`config.mk`:
```
export PLATFORM = sky130hd
export DESIGN_NAME = spi_poll_master
export DESIGN_NICKNAME = d
export VERILOG_FILES = /design/src/rtl/miner_spi_pkg.sv /design/src/rtl/spi_master_byte.sv /design/src/rtl/spi_poll_master.sv
export SDC_FILE = /design/constraint.sdc
export NUM_CORES = 1
export LEC_CHECK = 0
export BUFFER_PORTS_ARGS = -buffer_cell sky130_fd_sc_hd__buf_2
export CAP_MARGIN = 20
export CORE_MARGIN = 5
export CORE_UTILIZATION = 25
export CTS_CLUSTER_SIZE = 10
export DETAILED_ROUTE_END_ITERATION = 8
export MAX_ROUTING_LAYER = met4
export PLACE_DENSITY = 0.47
export RECOVER_POWER = 50
export SYNTH_ARGS = -nofsm -noshare
export SYNTH_HDL_FRONTEND = slang
export SYNTH_SLANG_ARGS = --single-unit
```
`constraint.sdc`:
```
create_clock -name clk -period 5.3 [get_ports clk]
set_clock_uncertainty 0.1 [all_clocks]
set_input_delay 0.265 -clock clk [delete_from_list [all_inputs] [get_ports clk]]
set_output_delay 0.265 -clock clk [all_outputs]
set_load 0.05 [all_outputs]
```
`src/rtl/miner_spi_pkg.sv`:
```
// miner_spi_pkg: shared constants and FSM encoding for the miner SPI status poller
package miner_spi_pkg;

    localparam logic [7:0] WAITING          = 8'hA0;
    localparam logic [7:0] POLL_CMD_DEFAULT = 8'hF0;

    localparam logic [2:0] ST_IDLE  = 3'd0;
    localparam logic [2:0] ST_SETUP = 3'd1;
    localparam logic [2:0] ST_XFER  = 3'd2;
    localparam logic [2:0] ST_GAP   = 3'd3;
    localparam logic [2:0] ST_HOLD  = 3'd4;
    localparam logic [2:0] ST_DESEL = 3'd5;
    localparam logic [2:0] ST_DONE  = 3'd6;

    // States during which the slave is selected
    function automatic logic ssel_active(input logic [2:0] st);
        return st inside {ST_SETUP, ST_XFER, ST_GAP, ST_HOLD};
    endfunction

endpackage

```
`src/rtl/spi_master_byte.sv`:
```
// spi_master_byte: shifts one byte out on mosi and in from miso, SPI mode 0, MSB first
module spi_master_byte #(
    parameter int CLK_DIV = 4
) (
    input  logic       clk,
    input  logic       reset,
    input  logic       start,
    input  logic [7:0] tx_byte,
    input  logic       miso,
    output logic [7:0] rx_byte,
    output logic       byte_done,
    output logic       sck,
    output logic       mosi
);

    localparam int            DW       = $clog2(CLK_DIV);
    localparam logic [DW-1:0] DIV_LAST = DW'(CLK_DIV - 1);

    logic          active_q, active_d;
    logic          sck_q, sck_d;
    logic [DW-1:0] div_q, div_d;
    logic [2:0]    bit_q, bit_d;
    logic [7:0]    tx_q, tx_d;
    logic [7:0]    rx_q, rx_d;
    logic          phase_end;

    assign phase_end = active_q && div_q == DIV_LAST;
    assign byte_done = phase_end && sck_q && bit_q == 3'd7;
    assign rx_byte   = rx_q;
    assign sck       = sck_q;
    assign mosi      = active_q & tx_q[7];

    // Next state: sample miso as sck is driven high, shift mosi as sck is driven low
    always_comb begin
        active_d = start ? 1'b1 : active_q && !byte_done;
        div_d    = start || phase_end ? '0 : active_q ? div_q + 1'b1 : div_q;
        sck_d    = start ? 1'b0 : phase_end ? !sck_q : sck_q;
        bit_d    = start ? 3'd0 : phase_end && sck_q ? bit_q + 3'd1 : bit_q;
        tx_d     = start ? tx_byte : phase_end && sck_q ? {tx_q[6:0], 1'b0} : tx_q;
        rx_d     = phase_end && !sck_q ? {rx_q[6:0], miso} : rx_q;
    end

    // Shifter state registers
    always_ff @(posedge clk) begin
        if (reset) begin
            active_q <= 1'b0;
            sck_q    <= 1'b0;
            div_q    <= '0;
            bit_q    <= 3'd0;
            tx_q     <= 8'h00;
            rx_q     <= 8'h00;
        end else begin
            active_q <= active_d;
            sck_q    <= sck_d;
            div_q    <= div_d;
            bit_q    <= bit_d;
            tx_q     <= tx_d;
            rx_q     <= rx_d;
        end
    end

endmodule

```
`src/rtl/spi_poll_master.sv`:
```
// spi_poll_master: issues one SPI status poll per start and latches the last received byte
module spi_poll_master
    import miner_spi_pkg::*;
#(
    parameter int         CLK_DIV    = 4,
    parameter int         RESP_BYTES = 2,
    parameter logic [7:0] POLL_CMD   = POLL_CMD_DEFAULT
) (
    input  logic       clk,
    input  logic       reset,
    input  logic       poll_start,
    output logic       poll_busy,
    output logic       poll_done,
    output logic [7:0] status,
    output logic       status_waiting,
    output logic       sck,
    output logic       mosi,
    input  logic       miso,
    output logic       ssel
);

    localparam int            N          = 1 + RESP_BYTES;
    localparam int            CW         = $clog2(CLK_DIV);
    localparam int            BW         = $clog2(N + 1);
    localparam logic [CW-1:0] CNT_LAST   = CW'(CLK_DIV - 1);
    // The DONE cycle is the final deselected cycle, so DESEL itself runs one short
    localparam logic [CW-1:0] DESEL_LAST = CW'(CLK_DIV - 2);
    localparam logic [BW-1:0] BYTE_LAST  = BW'(N - 1);

    logic [2:0]    state_q, state_d;
    logic [CW-1:0] cnt_q, cnt_d;
    logic [BW-1:0] byte_q, byte_d;
    logic          ssel_q, ssel_d;
    logic [7:0]    status_q, status_d;
    logic          timed, cnt_last, byte_start, byte_done, byte_sck, byte_mosi;
    logic [7:0]    rx_byte;

    assign timed      = state_q inside {ST_SETUP, ST_GAP, ST_HOLD, ST_DESEL};
    assign cnt_last   = cnt_q == (state_q == ST_DESEL ? DESEL_LAST : CNT_LAST);
    assign byte_start = (state_q == ST_SETUP || state_q == ST_GAP) && cnt_last;

    spi_master_byte #(.CLK_DIV(CLK_DIV)) u_byte (
        .clk      (clk),
        .reset    (reset),
        .start    (byte_start),
        .tx_byte  (byte_q == '0 ? POLL_CMD : 8'h00),
        .miso     (miso),
        .rx_byte  (rx_byte),
        .byte_done(byte_done),
        .sck      (byte_sck),
        .mosi     (byte_mosi)
    );

    // Sequencing of select, inter-byte gap, hold and deselect phases
    always_comb begin
        state_d = state_q;
        case (state_q)
            ST_IDLE:          if (poll_start) state_d = ST_SETUP;
            ST_SETUP, ST_GAP: if (cnt_last) state_d = ST_XFER;
            ST_XFER:          if (byte_done) state_d = byte_q == BYTE_LAST ? ST_HOLD : ST_GAP;
            ST_HOLD:          if (cnt_last) state_d = ST_DESEL;
            ST_DESEL:         if (cnt_last) state_d = ST_DONE;
            default:          state_d = ST_IDLE;
        endcase
        cnt_d    = timed && !cnt_last ? cnt_q + 1'b1 : '0;
        byte_d   = byte_done ? (byte_q == BYTE_LAST ? '0 : byte_q + 1'b1) : byte_q;
        ssel_d   = !ssel_active(state_d);
        status_d = state_q == ST_DESEL && cnt_last ? rx_byte : status_q;
    end

    // Controller registers; status only moves on entry to DONE
    always_ff @(posedge clk) begin
        if (reset) begin
            state_q  <= ST_IDLE;
            cnt_q    <= '0;
            byte_q   <= '0;
            ssel_q   <= 1'b1;
            status_q <= 8'h00;
        end else begin
            state_q  <= state_d;
            cnt_q    <= cnt_d;
            byte_q   <= byte_d;
            ssel_q   <= ssel_d;
            status_q <= status_d;
        end
    end

    assign poll_busy      = state_q != ST_IDLE;
    assign poll_done      = state_q == ST_DONE;
    assign status         = status_q;
    assign status_waiting = status_q == WAITING;
    assign sck            = byte_sck;
    assign mosi           = state_q == ST_SETUP ? POLL_CMD[7] : byte_mosi;
    assign ssel           = ssel_q;

endmodule

```
* Yosys cells after proc, flatten, opt, wreduce, memory -nomap -nowiden
Cells that the tools add are included.
** Word-level totals
- Flip-flop bits (word level) :: 39
- Output and inout bits :: 14
- Word-level logic and storage cells :: 70
** Cells by class
- Add/sub/neg operators :: 4
- Eq/ne operators :: 15
- Muxes and demuxes :: 14
- Bitwise gates (word level) :: 2
- Reduce and logical (&&, ||, !) cells :: 24
** Operators by type and width (number)
- $mux W8 :: 3
- $mux W3 :: 6
- $eq A3 B3 Y1 const B :: 5
- $pmux W3 S5 :: 1
- $eq A3 B2 Y1 const B :: 4
- $eq A8 B8 Y1 const B :: 1
- $logic_and A1 B1 Y1 :: 8
- $reduce_bool A4 Y1 :: 2
- $reduce_or A2 Y1 :: 4
- $add A2 B1 Y2 const B :: 3
- $eq A3 B1 Y1 const B :: 2
- $eq A2 B2 Y1 const B :: 2
- $logic_not A1 Y1 :: 4
- $add A3 B1 Y3 const B :: 1
- $logic_not A3 Y1 :: 1
- $mux W1 :: 3
- $reduce_bool A3 Y1 :: 1
- $eq A2 B2 Y1 :: 1
- $logic_not A2 Y1 :: 1
- $logic_or A1 B1 Y1 :: 2
- $mux W2 :: 1
- $reduce_bool A2 Y1 :: 1
- $and A1 B1 Y1 :: 1
- $not A1 Y1 :: 1

* Depth between registers and ports, before layout
Gate-level depths: netlist of the first run.
- Depth in word-level cells :: 9
- Depth in mapped cells :: 7
- Mapped depth without buffers :: 7

* Cells and area by module
A second synthesis of the first run with hierarchy kept.
** Second synthesis, totals
- Cell total of the unflattened synthesis :: 188
- Area, all modules :: 1789.2 µm²
** By module, submodules not included
- spi_master_byte :: times used 1, cells an instance 107, area each 1028.5 µm², sequential area each 460.4 µm²
- spi_poll_master :: times used 1, cells an instance 81, area each 760.7 µm², sequential area each 320.3 µm²

* Worst setup path before layout of the first run
No wires, ideal clock.
- Path type :: reg-to-reg
- From :: register u_byte.sck_q, in the netlist u_byte.sck
- To :: register ssel_q, in the netlist ssel
- Arrival time :: 1.876 ns
- Path slack :: 3.210 ns
- Cell stages (with the launch flop) :: 6
- Clock period less this slack :: 2.090 ns
- Cells stage by stage :: dfxtp_1 and4_4 nand2_2 a32o_2 or3_1 a21o_1
** On the way
- Cells in the longest elaborated chain, start to end :: 7
- Elaborated cells between the ends (all ways) :: 10
** RTL lines
- start, declared :: RTL line spi_master_byte.sv:20 : logic sck_q, sck_d;
- start signal, assigned :: RTL line spi_master_byte.sv:54 : sck_q <= sck_d;
- $logic_and A1 B1 Y1 * (2 in a row) :: RTL line spi_master_byte.sv:28 : assign byte_done = phase_end && sck_q && bit_q == 3'd7;
- $mux W3 * :: RTL line spi_poll_master.sv:60 : ST_XFER: if (byte_done) state_d = byte_q == BYTE_LAST ? ST_HOLD : ST_GAP;
- $pmux W3 S5 * :: RTL line spi_poll_master.sv:57 : case (state_q)
- $eq A3 B1 Y1, or another cell as far along :: RTL line miner_spi_pkg.sv:17 : return st inside {ST_SETUP, ST_XFER, ST_GAP, ST_HOLD};
- $reduce_bool A4 Y1 * :: RTL line miner_spi_pkg.sv:17
- $logic_not A1 Y1 * :: RTL line spi_poll_master.sv:67 : ssel_d = !ssel_active(state_d);
- end signal, assigned :: RTL line spi_poll_master.sv:83 : ssel_q <= ssel_d;
- end, declared :: RTL line spi_poll_master.sv:33 : logic ssel_q, ssel_d;
Every way passes the cells marked *; elsewhere a longest branch is shown, timed or not.
A chain may end at the register's enable or synchronous reset.

* Final worst setup path of the first run
- From :: register u_byte.div_q[0]
- To :: register ssel_q, in the netlist ssel
** On the way
- Cells in the longest elaborated chain, start to end :: 9
- Elaborated cells between the ends (all ways) :: 12
** RTL lines
- start, declared :: RTL line spi_master_byte.sv:21 : logic [DW-1:0] div_q, div_d;
- start signal, assigned :: RTL line spi_master_byte.sv:55 : div_q <= div_d;
- $eq A2 B2 Y1 * :: RTL line spi_master_byte.sv:27 : assign phase_end = active_q && div_q == DIV_LAST;
- $logic_and A1 B1 Y1 * :: RTL line spi_master_byte.sv:27
- $logic_and A1 B1 Y1 * (2 in a row) :: RTL line spi_master_byte.sv:28
- $mux W3 * :: RTL line spi_poll_master.sv:60
- $pmux W3 S5 * :: RTL line spi_poll_master.sv:57
- $eq A3 B1 Y1, or another cell as far along :: RTL line miner_spi_pkg.sv:17
- $reduce_bool A4 Y1 * :: RTL line miner_spi_pkg.sv:17
- $logic_not A1 Y1 * :: RTL line spi_poll_master.sv:67
Marked as above.

==> impl_summary.log, run 1 <==
[metrics] r2r endpoint: ssel$_SDFF_PP1_
[metrics] clock sinks: 35
[metrics] Multi-input gate area: 752.0 um2
[metrics] number of cells upsized or downsized after cts: 0
[metrics] final weighted congestion in routability-driven placement: 0.6868
[metrics] final setup fails: 0
[metrics] commonest non-fill, non-tap cell in the layout: sky130_fd_sc_hd__nand2_1
[metrics] ANT cells: 0
[metrics] number of cells in the finished layout apart from fillers: 268
[metrics] worst hold slack: 0.1141 ns
[metrics] number of nets in the synthesized netlist: 185
[metrics] Avg Inst Size Synth: 8.498 um2
[metrics] number of slew-limit violations in the final report: 0
[metrics] sequential-to-total area share from yosys stat: 0.4632
[metrics] Detailed Route Iter0 Violations: 62
[metrics] largest net degree at the start of global routing: 29
[metrics] total of hold buffers inserted after clock tree synthesis: 0
[metrics] vias in the first global route: 1156
[metrics] FF+latch count, synth: 35
[metrics] I/O pins: 18
[metrics] upper clock frequency limit: 489.8 MHz
[metrics] met1 usage in global routing: 0.1105
[metrics] Max Fanout on Critical Path: 7
[metrics] Crit Path Class: reg2reg
[metrics] logic gate share of total power: 0.047
[metrics] slew at the pin closest to its max-slew limit: 0.7502 ns
[metrics] WL final: 3.132 mm
[metrics] most used cells in the layout excluding fill and tap cells: sky130_fd_sc_hd__nand2_1 (38), sky130_fd_sc_hd__dfxtp_1 (35), sky130_fd_sc_hd__nor2_1 (22), sky130_fd_sc_hd__a21oi_1 (18), sky130_fd_sc_hd__clkbuf_1 (10)
[metrics] root buffer selected by CTS: sky130_fd_sc_hd__clkbuf_8
[metrics] run status: finished, final reports clean
[metrics] slew margin rel.: 0.4961
[metrics] final-layout setup total negative slack: 0 ns
[metrics] clock-pin slew on the worst setup and hold paths: 0.07 ns
[metrics] die height: 87.79 um
[metrics] number of buffers created by CTS: 5
[metrics] RSZ-0062 raised after global routing: false
[metrics] number of hold violations in the final report: 0
[metrics] H-tree levels: 2
[metrics] maximum single-stage delay on the critical path: 0.36 ns
[metrics] Critical Path Stages: 6
[metrics] FF+latch area: 700.7 um2
[metrics] top cell family by delay on the critical path: simple AND/OR/NAND/NOR gates
[metrics] Post-synth EDFFs: 0
[metrics] Startpoint Class: register
[metrics] quantity of I/O buffers inserted on ports: 17
[metrics] power density of the placed cells: 280.1 nW/um2
[metrics] sw power: 117.5 uW
[metrics] FF-to-FF setup slack: 3.26 ns
[metrics] endpoint kind of the worst setup timing path: register
[metrics] Max clock buf depth: 2
[metrics] period utilisation layout: 0.3852
[metrics] DP Wirelength: 2.156 mm
[metrics] last element of the critical path: ssel$_SDFF_PP1_
[metrics] routed wire length per instance: 11.69 um
[metrics] number of antenna violations at the first check in global routing: 0
[metrics] fill cell count: 643
[metrics] busiest layer in global routing: met2
[metrics] maximum resistive drop on vdd: 0.09255 mV
[metrics] post-route DRC violation count: 0
[metrics] slowest cell on the critical path: sky130_fd_sc_hd__dfxtp_1
[metrics] met2 Use GR: 0.1445
[metrics] sw frac: 0.2445
[metrics] area of the die: 7706 um2
[metrics] Cells after DPL: 260
[metrics] Max-cap violations: 0
[metrics] top cell type's share of synthesized area: 0.4632
[metrics] total global-route track usage: 0.09127
[metrics] CP bufs+invs: 0
[metrics] launch instance of the worst register-to-register path: u_byte.div_q[0]$_SDFFE_PP0P_
[metrics] post-synthesis cell count: 178
[metrics] initial cell density of the core: 0.2570
[metrics] most common flop cell mapped by yosys: sky130_fd_sc_hd__dfxtp_1
[metrics] Die Span X: 87.79 um
[metrics] first-pass GRT wire length: 5.388 mm
[metrics] Final Critical Period: 2.042 ns
[metrics] sequential share of power: 0.559
[metrics] GR met3 Demand/Resource: 0.02822
[metrics] count of antenna-violating nets left after detailed routing: 0
[metrics] asr flop ratio synth: 0
[metrics] final-stage net count: 199
[metrics] detail-routed via count per cell: 4.552
[metrics] via count of the routed design: 1220
[metrics] data arrival at the endpoint of the critical path: 2.12 ns
[metrics] TritonRoute pass-1 iters: 4
[metrics] Synth Warn #: 0
[metrics] most area-consuming cells after synthesis: sky130_fd_sc_hd__dfxtp_1 (46%), sky130_fd_sc_hd__nand2_1 (9.4%), sky130_fd_sc_hd__a21oi_1 (6.0%)
[metrics] Core Area: 5886 um2
[metrics] Area Growth Syn to Fin: 13.40%
[metrics] number of setup buffers added after CTS: 0
[metrics] post-synthesis cell area: 1513 um2
[metrics] floorplan row count: 28
[metrics] static leakage power: 0.5849 nW
[metrics] depth of the worst register-to-register path: 6
[metrics] Worst Setup SP: u_byte.div_q[0]$_SDFFE_PP0P_
[metrics] internal power contribution: 363.0 uW
[metrics] clock network fraction of total power: 0.394
[metrics] clock insertion delay at the later pin of the skew report: 0.28 ns
[metrics] post-synth cell types: 43
[metrics] worst min path class: in2reg
[metrics] clock tree from TritonCTS: yes
[metrics] dominant cell type by area after synthesis: sky130_fd_sc_hd__dfxtp_1
[metrics] share of layout cells above drive strength 1: 0.1140
[metrics] data required time at the worst endpoint: 5.38 ns
[metrics] cell-by-cell listing of the critical path: ha_1, and4_1, nand2_2, a32o_2, or3_1, a21o_1
[metrics] total grt overflow: 0
per-layer routing:
metal  vias to the layer above  share of wire  wire length (um)
li1                        640              -                 -
met5                         -              0                 0
met1                       555           0.48              1500
met2                        21           0.46              1430
met4                         0          0.018                55
met3                         4          0.047               146
worst min-delay path by stage:
stage | cells after the start | endpoint | start
3_5_place_dp | 2 | u_byte.rx_byte[7]$_SDFFE_PP0P_ | u_byte.rx_byte[7]$_SDFFE_PP0P_
5_1_grt | 3 | u_byte.rx_byte[0]$_SDFFE_PP0P_ | miso
3_3_place_gp | 2 | u_byte.rx_byte[7]$_SDFFE_PP0P_ | u_byte.rx_byte[7]$_SDFFE_PP0P_
4_1_cts | 3 | u_byte.rx_byte[0]$_SDFFE_PP0P_ | miso
2_1_floorplan | 2 | u_byte.rx_byte[0]$_SDFFE_PP0P_ | miso
6_report | 3 | u_byte.rx_byte[0]$_SDFFE_PP0P_ | miso
synthesized netlist by cell type, types with 2 or more instances:
library cell	instances
sky130_fd_sc_hd__nand4_1	2
sky130_fd_sc_hd__a21oi_1	18
sky130_fd_sc_hd__mux2i_1	8
sky130_fd_sc_hd__buf_2	4
sky130_fd_sc_hd__clkbuf_1	4
sky130_fd_sc_hd__nor4b_1	2
sky130_fd_sc_hd__or3_1	2
sky130_fd_sc_hd__nor2_1	22
sky130_fd_sc_hd__nor3_1	2
sky130_fd_sc_hd__o21ai_0	3
sky130_fd_sc_hd__ha_1	3
sky130_fd_sc_hd__nand2_1	38
sky130_fd_sc_hd__dfxtp_1	35
sky130_fd_sc_hd__nand2b_1	3
sky130_fd_sc_hd__a31oi_1	4
worst reg2reg max path, cell delays in order (launching register included):
cell	delay, ns
sky130_fd_sc_hd__dfxtp_1	0.36
sky130_fd_sc_hd__ha_1	0.27
sky130_fd_sc_hd__and4_1	0.33
sky130_fd_sc_hd__nand2_2	0.06
sky130_fd_sc_hd__a32o_2	0.27
sky130_fd_sc_hd__or3_1	0.36
sky130_fd_sc_hd__a21o_1	0.18
final cells by class:
type	instances	share of cell area
inverter	2	0.004376
clock buffer	5	0.04012
tap	75	0.05470
multi-input combinational	131	0.4384
sequential	35	0.4085
timing repair buffer	17	0.04230
clock inverter	3	0.01167
per-stage QoR:
| stage | setup slack [ns] | total power [mW] | area [um2] | utilization |
|---|---|---|---|---|
| floorplan | 3.210 | 0.2928 | 1513 | - |
| global placement | 3.345 | 0.2978 | 1642 | 0.2789 |
| detailed placement | 3.319 | 0.2977 | 1642 | 0.2789 |
| CTS | 3.302 | 0.4922 | 1730 | 0.2940 |
| global route | 3.123 | 0.5031 | 1715 | 0.2915 |
| finish | 3.258 | 0.4805 | 1715 | 0.2915 |
sequential cells by signal (all words and copies together) (netlist names):
name / cells
u_byte.active_q: 1
byte_q: 2
state_q: 3
status: 8
u_byte.bit_q: 3
cnt_q: 2
u_byte.div_q: 2
u_byte.tx_q: 4
ssel: 1
u_byte.rx_byte: 8
u_byte.sck: 1
cell families after synthesis:
logic type / Yosys count / share of synthesized area
fa+ha+maj: 3 / 0.02482
buf+inv: 12 / 0.03804
simple gates: 85 / 0.2788
compound gates: 33 / 0.1290
mux: 9 / 0.06038
xor+xnor: 1 / 0.005791
flops: 35 / 0.4632
power by group through the flow:
stage	Clock, mW	Sequential, mW	Combinational (mW)
finish	0.189	0.269	0.0225
global route	0.209	0.269	0.0246
CTS	0.201	0.269	0.0231
detailed placement	0	0.275	0.0229
global placement	0	0.275	0.0230
floorplan	0	0.274	0.0189
Power figures use the tool's default switching activity.
==> inputs of run 2 (changes only) <==
Clock period 5.3 ns to 1.91 ns, I/O delays scaled along.
==> run 2 against run 1 <==
  * Highest routed layer unchanged
  * Cell area increased by 6.9%
  * Critical endpoint unchanged
  * Sequential share of layout area decreased by 2.4 points
  * Global-route usage increased by 0.076 points
  * Sequential power increased to 2.8 times the previous value
  * Flip-flop and latch count unchanged
  * First-iteration DRC count decreased by 24%
==> impl_summary.log, run 2 (same netlist as run 1, synthesis figures left out) <==
[metrics] Crit Path Class: reg2reg (unchanged)
[metrics] clock network fraction of total power: 0.400 (was 0.394)
[metrics] first-pass GRT wire length: 5.499 mm (was 5.388 mm)
[metrics] most repeated library cell on the critical path: sky130_fd_sc_hd__ha_4
[metrics] RSZ-0062 raised after global routing: false (unchanged)
[metrics] launch instance of the worst register-to-register path: u_byte.bit_q[1]$_SDFFE_PP0P_ (was u_byte.div_q[0]$_SDFFE_PP0P_)
[metrics] I/O pins: 18 (unchanged)
[metrics] TritonRoute pass-1 iters: 4 (unchanged)
[metrics] internal power contribution: 1.043 mW (was 363.0 uW)
[metrics] logic gate share of total power: 0.054 (was 0.047)
[metrics] FF-to-FF setup slack: 0.07 ns (was 3.26 ns)
[metrics] sw power: 317.7 uW (was 117.5 uW)
[metrics] routed wire length per instance: 11.75 um (was 11.69 um)
[metrics] largest net degree at the start of global routing: 29 (unchanged)
[metrics] vias in the first global route: 1185 (was 1156)
[metrics] Startpoint Class: register (unchanged)
[metrics] Worst Setup SP: u_byte.bit_q[1]$_SDFFE_PP0P_ (was u_byte.div_q[0]$_SDFFE_PP0P_)
[metrics] final setup fails: 0 (unchanged)
[metrics] share of layout cells above drive strength 1: 0.1773 (was 0.1140)
[metrics] Cells after DPL: 270 (was 260)
[metrics] number of buffers created by CTS: 5 (unchanged)
[metrics] Max-cap violations: 0 (unchanged)
[metrics] detail-routed via count per cell: 4.615 (was 4.552)
[metrics] floorplan row count: 28 (unchanged)
[metrics] root buffer selected by CTS: sky130_fd_sc_hd__clkbuf_8 (unchanged)
[metrics] r2r endpoint: ssel$_SDFF_PP1_ (unchanged)
[metrics] period utilisation layout: 0.9638 (was 0.3852)
[metrics] number of cells in the finished layout apart from fillers: 278 (was 268)
[metrics] Die Span X: 87.79 um (unchanged)
[metrics] static leakage power: 0.6417 nW (was 0.5849 nW)
[metrics] Area Growth Syn to Fin: 21.26% (was 13.40%)
[metrics] number of hold violations in the final report: 0 (unchanged)
[metrics] area of the die: 7706 um2 (unchanged)
[metrics] clock sinks: 35 (unchanged)
[metrics] commonest non-fill, non-tap cell in the layout: sky130_fd_sc_hd__nand2_1 (unchanged)
[metrics] hold path start: reset (was miso)
[metrics] data required time at the worst endpoint: 1.99 ns (was 5.38 ns)
[metrics] H-tree levels: 2 (unchanged)
[metrics] worst hold slack: 0.1644 ns (was 0.1141 ns)
[metrics] Final Critical Period: 1.841 ns (was 2.042 ns)
[metrics] upper clock frequency limit: 543.3 MHz (was 489.8 MHz)
[metrics] worst min path class: in2reg (unchanged)
[metrics] via count of the routed design: 1283 (was 1220)
[metrics] final-stage net count: 210 (was 199)
[metrics] initial cell density of the core: 0.2570 (unchanged)
[metrics] number of antenna violations at the first check in global routing: 0 (unchanged)
[metrics] clock insertion delay at the later pin of the skew report: 0.28 ns (about the same)
[metrics] die height: 87.79 um (unchanged)
[metrics] Max clock buf depth: 2 (unchanged)
[metrics] slew at the pin closest to its max-slew limit: 0.6051 ns (was 0.7502 ns)
[metrics] maximum single-stage delay on the critical path: 0.35 ns (was 0.36 ns)
[metrics] quantity of I/O buffers inserted on ports: 17 (unchanged)
[metrics] last element of the critical path: ssel$_SDFF_PP1_ (unchanged)
[metrics] slowest cell on the critical path: sky130_fd_sc_hd__dfxtp_2 (was sky130_fd_sc_hd__dfxtp_1)
[metrics] slew margin rel.: 0.5984 (was 0.4961)
[metrics] data arrival at the endpoint of the critical path: 1.92 ns (was 2.12 ns)
[metrics] DP Wirelength: 2.348 mm (was 2.156 mm)
[metrics] Max Fanout on Critical Path: 3 (was 7)
[metrics] fill cell count: 642 (was 643)
[metrics] Core Area: 5886 um2 (unchanged)
[metrics] endpoint kind of the worst setup timing path: register (unchanged)
[metrics] count of antenna-violating nets left after detailed routing: 0 (unchanged)
[metrics] clock tree from TritonCTS: yes (unchanged)
[metrics] cell-by-cell listing of the critical path: ha_4, ha_4, and4_4, nand2_2, a32o_2, or3_1, a21o_1 (was ha_1, and4_1, nand2_2, a32o_2, or3_1, a21o_1)
[metrics] Detailed Route Iter0 Violations: 47 (was 62)
[metrics] power density of the placed cells: 741.8 nW/um2 (was 280.1 nW/um2)
[metrics] run status: finished, final reports clean (unchanged)
[metrics] maximum resistive drop on vdd: 0.3653 mV (was 0.09255 mV)
[metrics] depth of the worst register-to-register path: 7 (was 6)
[metrics] total global-route track usage: 0.09204 (was 0.09127)
[metrics] WL final: 3.266 mm (was 3.132 mm)
[metrics] ANT cells: 0 (unchanged)
[metrics] clock-pin slew on the worst setup and hold paths: 0.07 ns (about the same)
[metrics] total grt overflow: 0 (unchanged)
[metrics] final weighted congestion in routability-driven placement: 0.6940 (was 0.6868)
[metrics] sw frac: 0.2335 (was 0.2445)
[metrics] post-route DRC violation count: 0 (unchanged)
[metrics] most used cells in the layout excluding fill and tap cells: sky130_fd_sc_hd__nand2_1 (38), sky130_fd_sc_hd__dfxtp_1 (32), sky130_fd_sc_hd__nor2_1 (22), sky130_fd_sc_hd__a21oi_1 (18), sky130_fd_sc_hd__clkbuf_1 (11) (was sky130_fd_sc_hd__nand2_1 (38), sky130_fd_sc_hd__dfxtp_1 (35), sky130_fd_sc_hd__nor2_1 (22), sky130_fd_sc_hd__a21oi_1 (18), sky130_fd_sc_hd__clkbuf_1 (10))
[metrics] sequential share of power: 0.546 (was 0.559)
[metrics] number of slew-limit violations in the final report: 0 (unchanged)
-- run 2: cell types whose count changed in the layout (fill, tap and decap cells not counted), moves of 2 or more --
| cell | previous run | this run |
|---|---|---|
| sky130_fd_sc_hd__clkinvlp_4 | 2 | 0 |
| sky130_fd_sc_hd__dfxtp_2 | 0 | 3 |
| sky130_fd_sc_hd__dfxtp_1 | 35 | 32 |
| sky130_fd_sc_hd__ha_4 | 0 | 2 |
| sky130_fd_sc_hd__ha_1 | 3 | 1 |
| sky130_fd_sc_hd__buf_4 | 0 | 9 |
-- run 2: worst max-delay path, delay by kind of cell, from the launching register on --
family	cells	cell delay (ns)
adder cells (fa/ha/maj)	2	0.26
flip-flops	1	0.35
AND/OR/NAND/NOR	3	0.61
AO/OA/AOI/OAI	2	0.42
-- run 2: power by group through the flow --
| stage | Clock [mW] | Sequential (mW) | Combinational [mW] |
|---|---|---|---|
| 2_1_floorplan | 0 | 0.760 | 0.0524 |
| 3_3_place_gp | 0 | 0.759 | 0.0725 |
| 3_5_place_dp | 0 | 0.759 | 0.0722 |
| 4_1_cts | 0.562 | 0.742 | 0.0736 |
| 5_1_grt | 0.597 | 0.743 | 0.0797 |
| 6_report | 0.545 | 0.742 | 0.0736 |
-- run 2: worst min-delay path by stage --
stage | slack [ns] | depth (start not counted) | endpoint
2_1_floorplan | 0.13 | 2 | u_byte.rx_byte[0]$_SDFFE_PP0P_
6_report | 0.16 | 2 | status[0]$_SDFFE_PP0P_
3_3_place_gp | 0.24 | 3 | u_byte.rx_byte[0]$_SDFFE_PP0P_
5_1_grt | 0.17 | 2 | status[0]$_SDFFE_PP0P_
3_5_place_dp | 0.25 | 3 | u_byte.rx_byte[0]$_SDFFE_PP0P_
4_1_cts | 0.16 | 2 | status[0]$_SDFFE_PP0P_
-- run 2: metal layers --
metal,GRT usage,vias to the layer above,part of all wire
li1,-,662,-
met1,0.1126,600,0.47
met2,0.1411,16,0.47
met3,0.02728,5,0.040
met4,0.03766,0,0.017
met5,-,-,0
-- run 2: final cells by class --
type | instances | area, um2 | share of cell area
multi-input cells | 131 | 787.0 | 0.4291
inverters | 2 | 7.507 | 0.004093
well taps | 75 | 93.84 | 0.05116
clock buffers | 6 | 82.58 | 0.04502
flip-flops and latches | 35 | 704.4 | 0.3840
repair buffers | 28 | 153.9 | 0.08390
clock inverters | 1 | 5.005 | 0.002729
-- run 2: through the flow --
stage	worst slack, ns	setup TNS, ns	util	area, um2	power, mW
after global placement	-0.002551	-0.002551	0.2919	1718	0.8316
after floorplan	0.01951	0	-	1514	0.8126
after global routing	0.01294	0	0.3117	1834	1.420
final	0.06923	0	0.3117	1834	1.361
after CTS	0.02157	0	0.3131	1843	1.378
after detailed placement	-0.05152	-0.05152	0.2919	1718	0.8312
-- run 2: what timing repair did --
| action | in CTS | in global routing |
|---|---|---|
| endpoints found under the hold margin | 1 | 0 |
| cloned | 0 | 0 |
| hold buffers | 1 | 0 |
| setup buffers | 0 | 0 |
| pin swaps | 2 | 4 |
| gates resized for setup | 6 | 2 |
| setup endpoints to repair | 1 | 1 |
